$ cat src/rtl/squash_pkg.sv
// Shared encodings and parameter defaults for the squash reset sequencer.
package squash_pkg;

  typedef enum logic [1:0] {
    ST_HOLD    = 2'd0,
    ST_STRETCH = 2'd1,
    ST_READY   = 2'd2,
    ST_RUN     = 2'd3
  } seq_state_t;

  localparam int DEB_CYCLES_DEF     = 16;
  localparam int STRETCH_CYCLES_DEF = 64;
  localparam int SYNC_STAGES_DEF    = 2;

endpackage

$ cat src/rtl/squash_debounce.sv
// Synchroniser plus debouncer for one asynchronous active-low input.
// Latency SYNC_STAGES + DEB_CYCLES edges from a stable change to level; no flow control.
module squash_debounce
  import squash_pkg::*;
#(
  parameter int DEB_CYCLES  = DEB_CYCLES_DEF,
  parameter int SYNC_STAGES = SYNC_STAGES_DEF
) (
  input  logic clk,
  input  logic reset_n,
  input  logic raw,
  output logic level
);

  localparam logic [15:0] CNT_LAST = 16'(DEB_CYCLES - 1);

  logic [SYNC_STAGES-1:0] sync;
  logic [15:0]            cnt;
  logic                   synced;

  assign synced = sync[SYNC_STAGES-1];

  always_ff @(posedge clk) begin
    if (!reset_n) begin
      sync  <= '1;
      level <= 1'b1;
      cnt   <= 16'd0;
    end else begin
      sync <= {sync[SYNC_STAGES-2:0], raw};
      // Any sample agreeing with the accepted level restarts the count.
      if (synced == level) begin
        cnt <= 16'd0;
      end else if (cnt == CNT_LAST) begin
        level <= ~level;
        cnt   <= 16'd0;
      end else begin
        cnt <= cnt + 16'd1;
      end
    end
  end

endmodule

$ cat src/rtl/squash_reset_seq.sv
// Reset sequencer for the squash core: debounces buttons, stretches reset, pulses gpio_ready.
// Outputs are registered decodes of the next state; no flow control.
module squash_reset_seq
  import squash_pkg::*;
#(
  parameter int DEB_CYCLES     = DEB_CYCLES_DEF,
  parameter int STRETCH_CYCLES = STRETCH_CYCLES_DEF,
  parameter int SYNC_STAGES    = SYNC_STAGES_DEF
) (
  input  logic       clk,
  input  logic       reset_n,
  input  logic       ext_reset_n,
  input  logic       pause_n_in,
  input  logic       new_game_n_in,
  output logic       design_reset,
  output logic       gpio_ready,
  output logic       pause_n,
  output logic       new_game_n,
  output logic [1:0] seq_state
);

  localparam logic [15:0] STRETCH_LAST = 16'(STRETCH_CYCLES - 1);

  seq_state_t  state;
  seq_state_t  state_nx;
  logic [15:0] stretch_cnt;
  logic        ext_deb;
  logic        pause_deb;
  logic        new_game_deb;

  squash_debounce #(.DEB_CYCLES(DEB_CYCLES), .SYNC_STAGES(SYNC_STAGES)) u_deb_ext (
    .clk     (clk),
    .reset_n (reset_n),
    .raw     (ext_reset_n),
    .level   (ext_deb)
  );

  squash_debounce #(.DEB_CYCLES(DEB_CYCLES), .SYNC_STAGES(SYNC_STAGES)) u_deb_pause (
    .clk     (clk),
    .reset_n (reset_n),
    .raw     (pause_n_in),
    .level   (pause_deb)
  );

  squash_debounce #(.DEB_CYCLES(DEB_CYCLES), .SYNC_STAGES(SYNC_STAGES)) u_deb_new_game (
    .clk     (clk),
    .reset_n (reset_n),
    .raw     (new_game_n_in),
    .level   (new_game_deb)
  );

  // A falling external reset is checked first so it beats the stretch terminal count.
  always_comb begin
    state_nx = state;
    case (state)
      ST_HOLD:    if (ext_deb) state_nx = ST_STRETCH;
      ST_STRETCH: begin
        if (!ext_deb)                         state_nx = ST_HOLD;
        else if (stretch_cnt == STRETCH_LAST) state_nx = ST_READY;
      end
      ST_READY:   state_nx = ext_deb ? ST_RUN : ST_HOLD;
      ST_RUN:     if (!ext_deb) state_nx = ST_HOLD;
      default:    state_nx = ST_HOLD;
    endcase
  end

  always_ff @(posedge clk) begin
    if (!reset_n) begin
      state        <= ST_HOLD;
      stretch_cnt  <= 16'd0;
      design_reset <= 1'b1;
      gpio_ready   <= 1'b0;
    end else begin
      state        <= state_nx;
      design_reset <= (state_nx == ST_HOLD) || (state_nx == ST_STRETCH);
      gpio_ready   <= (state_nx == ST_READY);
      // Counter holds at its terminal value outside STRETCH until the next HOLD.
      if (state_nx == ST_HOLD) begin
        stretch_cnt <= 16'd0;
      end else if (state == ST_STRETCH && stretch_cnt != STRETCH_LAST) begin
        stretch_cnt <= stretch_cnt + 16'd1;
      end
    end
  end

  assign seq_state  = state;
  assign pause_n    = pause_deb | design_reset;
  assign new_game_n = new_game_deb | design_reset;

endmodule
$ cat config.mk
export PLATFORM = sky130hd
export DESIGN_NAME = squash_reset_seq
export DESIGN_NICKNAME = d
export VERILOG_FILES = /design/src/rtl/squash_pkg.sv /design/src/rtl/squash_debounce.sv /design/src/rtl/squash_reset_seq.sv
export SDC_FILE = /design/constraint.sdc
export NUM_CORES = 1
export LEC_CHECK = 0
export BUFFER_PORTS_ARGS = -buffer_cell sky130_fd_sc_hd__clkbuf_2
export CAP_MARGIN = 20
export CORE_MARGIN = 8
export CORE_UTILIZATION = 24
export DETAILED_ROUTE_END_ITERATION = 16
export GPL_ROUTABILITY_DRIVEN = 0
export PLACE_DENSITY = 0.36
export SYNTH_ARGS = -nofsm -noshare
export SYNTH_HDL_FRONTEND = slang
export SYNTH_SLANG_ARGS = --single-unit
$ cat constraint.sdc
create_clock -name clk -period 2.3 [get_ports clk]
set_input_delay 0.46 -clock clk [delete_from_list [all_inputs] [get_ports clk]]
set_output_delay 0.46 -clock clk [all_outputs]
set_load 0.03 [all_outputs]
# After elaboration in Yosys (flattened, before gate mapping)
# Cells that the tools add are included.
# totals
reg_bits	77
latchBits	0
ramBits	0
romBits	0
inputBits	5
output_inout_bits	6
n_memories	0
# op_classes
add_sub_neg	4
mul	0
div_mod_pow	0
order_cmp	0
eq_ne	13
shifts	0
mux	6
n_bitwise	9
n_reduce_logical	11
# op_table
cell	n
$add 16x1->16 const B	4
$eq 16x4->1 const B	3
$eq 16x6->1 const B	1
$ne 16x6->1 const B	1
$mux 2	5
$reduce_or 3->1	3
$pmux 2 s4	1
$not 1->1	7
$eq 2x2->1 const B	3
$reduce_and 2->1	3
$eq 2x1->1 const B	2
$logic_not 2->1	2
$eq 1x1->1	3
$or 1x1->1	2
$reduce_or 2->1	1
$logic_and 1x1->1	1
$logic_or 1x1->1	1

# Depth between registers and ports, before layout
# depth
ltp_word	6
depth_mapped	6
ltp_nobuf	5

# Modules after synthesis
# Synthesis repeated with hierarchy kept, for this count alone.
# hier_totals
hier_cells	371
area_unflattened_um2	3360.7
# by_module_without_submodules
mod	n_inst	cells_each	area_each_um2	seq_area_each_um2
squash_debounce	3	88	809.5	380.4
squash_reset_seq	1	107	932.1	400.4

# Worst setup path after synthesis
# OpenSTA, ideal clock, no wires.
# synth_path
path_type	register to register
from	register state[0] (netlist: seq_state[0])
to	register stretch_cnt[7]
setup_time_ns	0.059
t_arrival_ns	1.729
required_ns	2.241
setup_slack_ns	0.512
stages_incl_launch_ff	6
path_cell_list	dfxtp_1 nand2b_1 buf_2 or4_1 or4_1 nand2_1
# synth_between
elab_chain_cells	5
elab_cells_between_ends	12
# synth_lines
element	line	source
start: declaration	squash_reset_seq.sv:24	seq_state_t state;
start signal: assignment	squash_reset_seq.sv:74	state <= state_nx;
$mux 2	squash_reset_seq.sv:59	else if (stretch_cnt == STRETCH_LAST) state_nx = ST_READY;
$mux 2	squash_reset_seq.sv:58	if (!ext_deb) state_nx = ST_HOLD;
$pmux 2 s4	squash_reset_seq.sv:55	case (state)
$logic_not 2->1	squash_reset_seq.sv:78	if (state_nx == ST_HOLD) begin
$reduce_or 2->1 (no line)	n/a	
end signal: assignment	squash_reset_seq.sv:81	stretch_cnt <= stretch_cnt + 16'd1;
end: declaration	squash_reset_seq.sv:26	logic [15:0] stretch_cnt;
# Parallel ways exist; a longest one is shown, timed or not.
# A chain may end at the register's enable or synchronous reset.

# Final worst setup path
# layout_path
from	register stretch_cnt[0]
to	register stretch_cnt[14]
# layout_between
elab_chain_cells	6
elab_cells_between_ends	9
# layout_lines
element	line
$eq 16x6->1	squash_reset_seq.sv:59
$mux 2	squash_reset_seq.sv:59
$mux 2	squash_reset_seq.sv:58
$pmux 2 s4	squash_reset_seq.sv:55
$logic_not 2->1	squash_reset_seq.sv:78
$reduce_or 2->1 (no line)	n/a
# Parallel ways exist; a longest one is shown, timed or not.

==> metrics.md <==
| Metric | Value |
|---|---|
| Status | `completed` |
| Core area | `13300 µm²` |
| Clock-pin slew on the worst setup and hold paths | `0.06 ns` |
| Switching power | `roughly 0.0006 W` |
| Number of flops mapped to enable cells by yosys | `0` |
| Nets@finish | `roughly 400` |
| Starting density of the core | `0.2473` |
| Fillers | `1392` |
| Global-route wire length before repair | `roughly 12000 µm` |
| Setup_tns | `0 ns` |
| WL per Instance | `12.15 µm` |
| CTS tree | `yes` |
| Clock power share | `0.485` |
| Reg power frac | `0.496` |
| RSZ-0062 raised after global routing | `no` |
| TritonCTS buffer count | `9` |
| CTS sink cnt | `between 70 and 80` |
| Root buffer cell | `clkbuf_16` |
| Vias in the first global route | `roughly 2400` |
| # setup viols final | `0` |
| Lkg Pwr | `1.230 nW` |
| Switch share | `0.2141` |
| Detail Route Antenna Nets | `0` |
| CTS resizes | `0` |
| Peak supply drop | `approximately 0.00026 V` |
| First-pass iteration count of the detailed router | `4` |
| Die Width | `around 130 µm` |
| CTS max path bufs | `2` |
| Hold Path Class | `in -> reg` |
| Asr flop ratio synth | `0` |
| IO Port Bufs | `10` |
| Most area-consuming cells after synthesis | `dfxtp_1 47%, xnor2_1 10%, nor2_1 7.5%, nor4_1 4.9%, nand2_1 3.1%` |
| Worst slew margin | `0.5316` |
| Vias | `between 2000 and 3000` |
| # rows | `42` |
| Max incr delay on CP | `0.60 ns` |
| Drt via density | `between 4 and 5` |
| Pint | `~0.0021 W` |
| CP endpoint kind | `flop` |
| Hold slack | `between 0.3 and 0.4 ns` |
| DR iter-0 viols | `about 210` |
| Drt drc | `0` |
| Register bit count reported by yosys | `77` |
| Ys Warns | `0` |
| Layout area overhead | `16.48%` |
| Worst-path cell chain | `ha_1, nand4_1, nor4_1, a21oi_1, a31o_2` |
| H-Tree Depth | `3` |
| Gate power share | `0.019` |
| Design Power | `roughly 0.0027 W` |
| Worst Skew | `0.003958 ns` |
| Clk_lat worst skew | `approximately 0.33 ns` |
| Gate count of the mapped netlist | `376` |
| Netlist cell types | `34` |
| Cts-stage hold buffer count | `0` |
| CP required | `about 2.5 ns` |
| Startpoint types | `flop` |
| Avg Synthesized Cell Area | `about 8.7 µm²` |
| Critical-path top delay cell | `nor4_1` |
| Fin. Hold Viols | `0` |
| Max Clk Rate | `519.6 MHz` |
| Antenna diode count | `0` |
| Worst-Margin Slew | `around 0.7 ns` |
| Final HPWL DP | `around 4700 µm` |
| Post-synth top area share | `0.4688` |
| All-layer global routing usage | `0.08526` |
| Period utilization | `0.8368` |
| Initial antenna violation count | `0` |
| Die area | `roughly 18000 µm²` |
| Die extent in y | `approximately 130 µm` |
| PwrDens | `711.1 nW/µm²` |
| Yosys top cell by area | `dfxtp_1` |
| # IOs | `11` |
| Post-Syn Area | `roughly 3300 µm²` |
| Max_cap viols | `0` |
| Setup Fix Bufs, Post-CTS | `0` |
| Synth Flop Type | `dfxtp_1` |
| Post-Route WL | `6964 µm` |
| Register area share after synthesis | `0.4688` |
| Final min period | `roughly 1.9 ns` |
| Layout cells sized above 1 | `0.09320` |
| Post-synthesis net count | `~390` |
| Critical path peak fanout | `6` |
| CP arrival | `around 2.2 ns` |
| Fin. max-slew vios | `0` |
| Grt total ovfl | `0` |
| Pin count of the biggest net entering global routing | `17` |
| WS Path Type | `reg -> reg` |
metal layers:
layer | track usage | up-vias | wire [µm]
met3 | 0.02006 | 14 | 203
met1 | 0.1104 | 1163 | 3620
met5 | 0 | - | 0
li1 | - | 1356 | -
met2 | 0.1241 | 24 | 2946
met4 | 0.05489 | 0 | 193
metrics by stage:
| stage | util | worst slack [ns] | instances | cell area (µm²) |
|---|---|---|---|---|
| after floorplan | - | 0.5118 | 376 | 3288 |
| after global placement | 0.2672 | 0.4693 | 557 | 3552 |
| after detailed placement | 0.2672 | 0.3927 | 557 | 3552 |
| after CTS | 0.2881 | 0.3851 | 573 | 3830 |
| after global routing | 0.2881 | 0.2211 | 573 | 3830 |
| final | 0.2881 | 0.3755 | 573 | 3830 |
cell families (layout without fill, tap and decap cells):
logic type | count (synthesis) | count (layout) | share of synthesized area
multiplexers | 3 | 3 | 0.009133
AND/OR/NAND/NOR | 199 | 199 | 0.3056
flip-flops | 77 | 77 | 0.4688
XOR/XNOR | 48 | 48 | 0.1279
adder cells (fa/ha/maj) | 4 | 4 | 0.01522
AO/OA/AOI/OAI | 24 | 24 | 0.04871
buffers and inverters | 21 | 42 | 0.02473
Yosys cell counts (all sizes together) (3+ instances only):
| master | count |
|---|---|
| nand2b | 8 |
| a41o | 3 |
| nor4 | 27 |
| a21oi | 9 |
| nand4b | 3 |
| xnor2 | 38 |
| nor3 | 14 |
| nand4 | 16 |
| clkbuf | 7 |
| and3 | 4 |
| dfxtp | 77 |
| mux2i | 3 |
| ha | 4 |
| nand2 | 27 |
| xor2 | 10 |
| a31o | 3 |
| a31oi | 3 |
| o211ai | 3 |
| inv | 12 |
| nor2 | 66 |
| nand3 | 20 |
| or4 | 6 |
registers in the layout, indices dropped and copies added (netlist names):
signal,count
stretch_cnt,16
u_deb_ext.cnt,16
u_deb_new_game.cnt,16
u_deb_pause.cnt,16
seq_state,2
u_deb_ext.sync,2
u_deb_new_game.sync,2
u_deb_pause.sync,2
design_reset,1
gpio_ready,1
u_deb_ext.level,1
u_deb_new_game.level,1
u_deb_pause.level,1
path summary, 6_finish.rpt:
check / from / end / slack (ns) / cells past startpoint
max: stretch_cnt[0] / stretch_cnt[14] / 0.38 / 5
max reg2reg: stretch_cnt[0] / stretch_cnt[14] / 0.38 / 5
min reg2reg: u_deb_new_game.sync[0] / u_deb_new_game.sync[1] / 0.40 / 1
min: ext_reset_n / u_deb_ext.sync[0] / 0.31 / 2
final cells by class:
type                            instances  area [µm²]  share of cell area
Tap cell                              176       220.2             0.05750
Inverter                               12       45.04             0.01176
Clock inverter                          5       25.02            0.006534
Multi-Input combinational cell        278        1665              0.4348
Sequential cell                        77        1541              0.4025
Clock buffer                           11       252.7             0.06599
Timing Repair Buffer                   14       80.08             0.02091
critical path, delay by kind of cell (launching register included):
kind                     cells  cell delay [ns]
flip-flops                   1             0.37
adder cells (fa/ha/maj)      1             0.23
AO/OA/AOI/OAI                2             0.37
AND/OR/NAND/NOR              2             0.85
power groups by stage:
stage               registers [W]  logic [W]  clock network, W
floorplan                 0.00138  0.0000317                 0
global placement          0.00138  0.0000517                 0
detailed placement        0.00138  0.0000515                 0
CTS                       0.00135  0.0000516           0.00138
global route              0.00135  0.0000578           0.00145
finish                    0.00135  0.0000504           0.00132
layout by cell type, fill, tap and decap left out, types with 2 or more instances in the layout:
cell type and n:
a21oi_1 9, a31o_2 3, a31oi_1 3, a41o_1 3
and3_1 4, buf_4 4, clkbuf_16 9, clkbuf_2 10
clkbuf_8 2, clkinv_2 5, dfxtp_1 77, ha_1 4
inv_1 12, mux2i_1 3, nand2_1 27, nand2b_1 8
nand3_1 20, nand4_1 15, nand4b_1 3, nor2_1 66
nor3_1 14, nor4_1 26, o211ai_1 3, o21ai_0 2
or2_2 2, or4_1 6, xnor2_1 38, xor2_1 10
No activity file was read; power rests on OpenSTA's default activity.
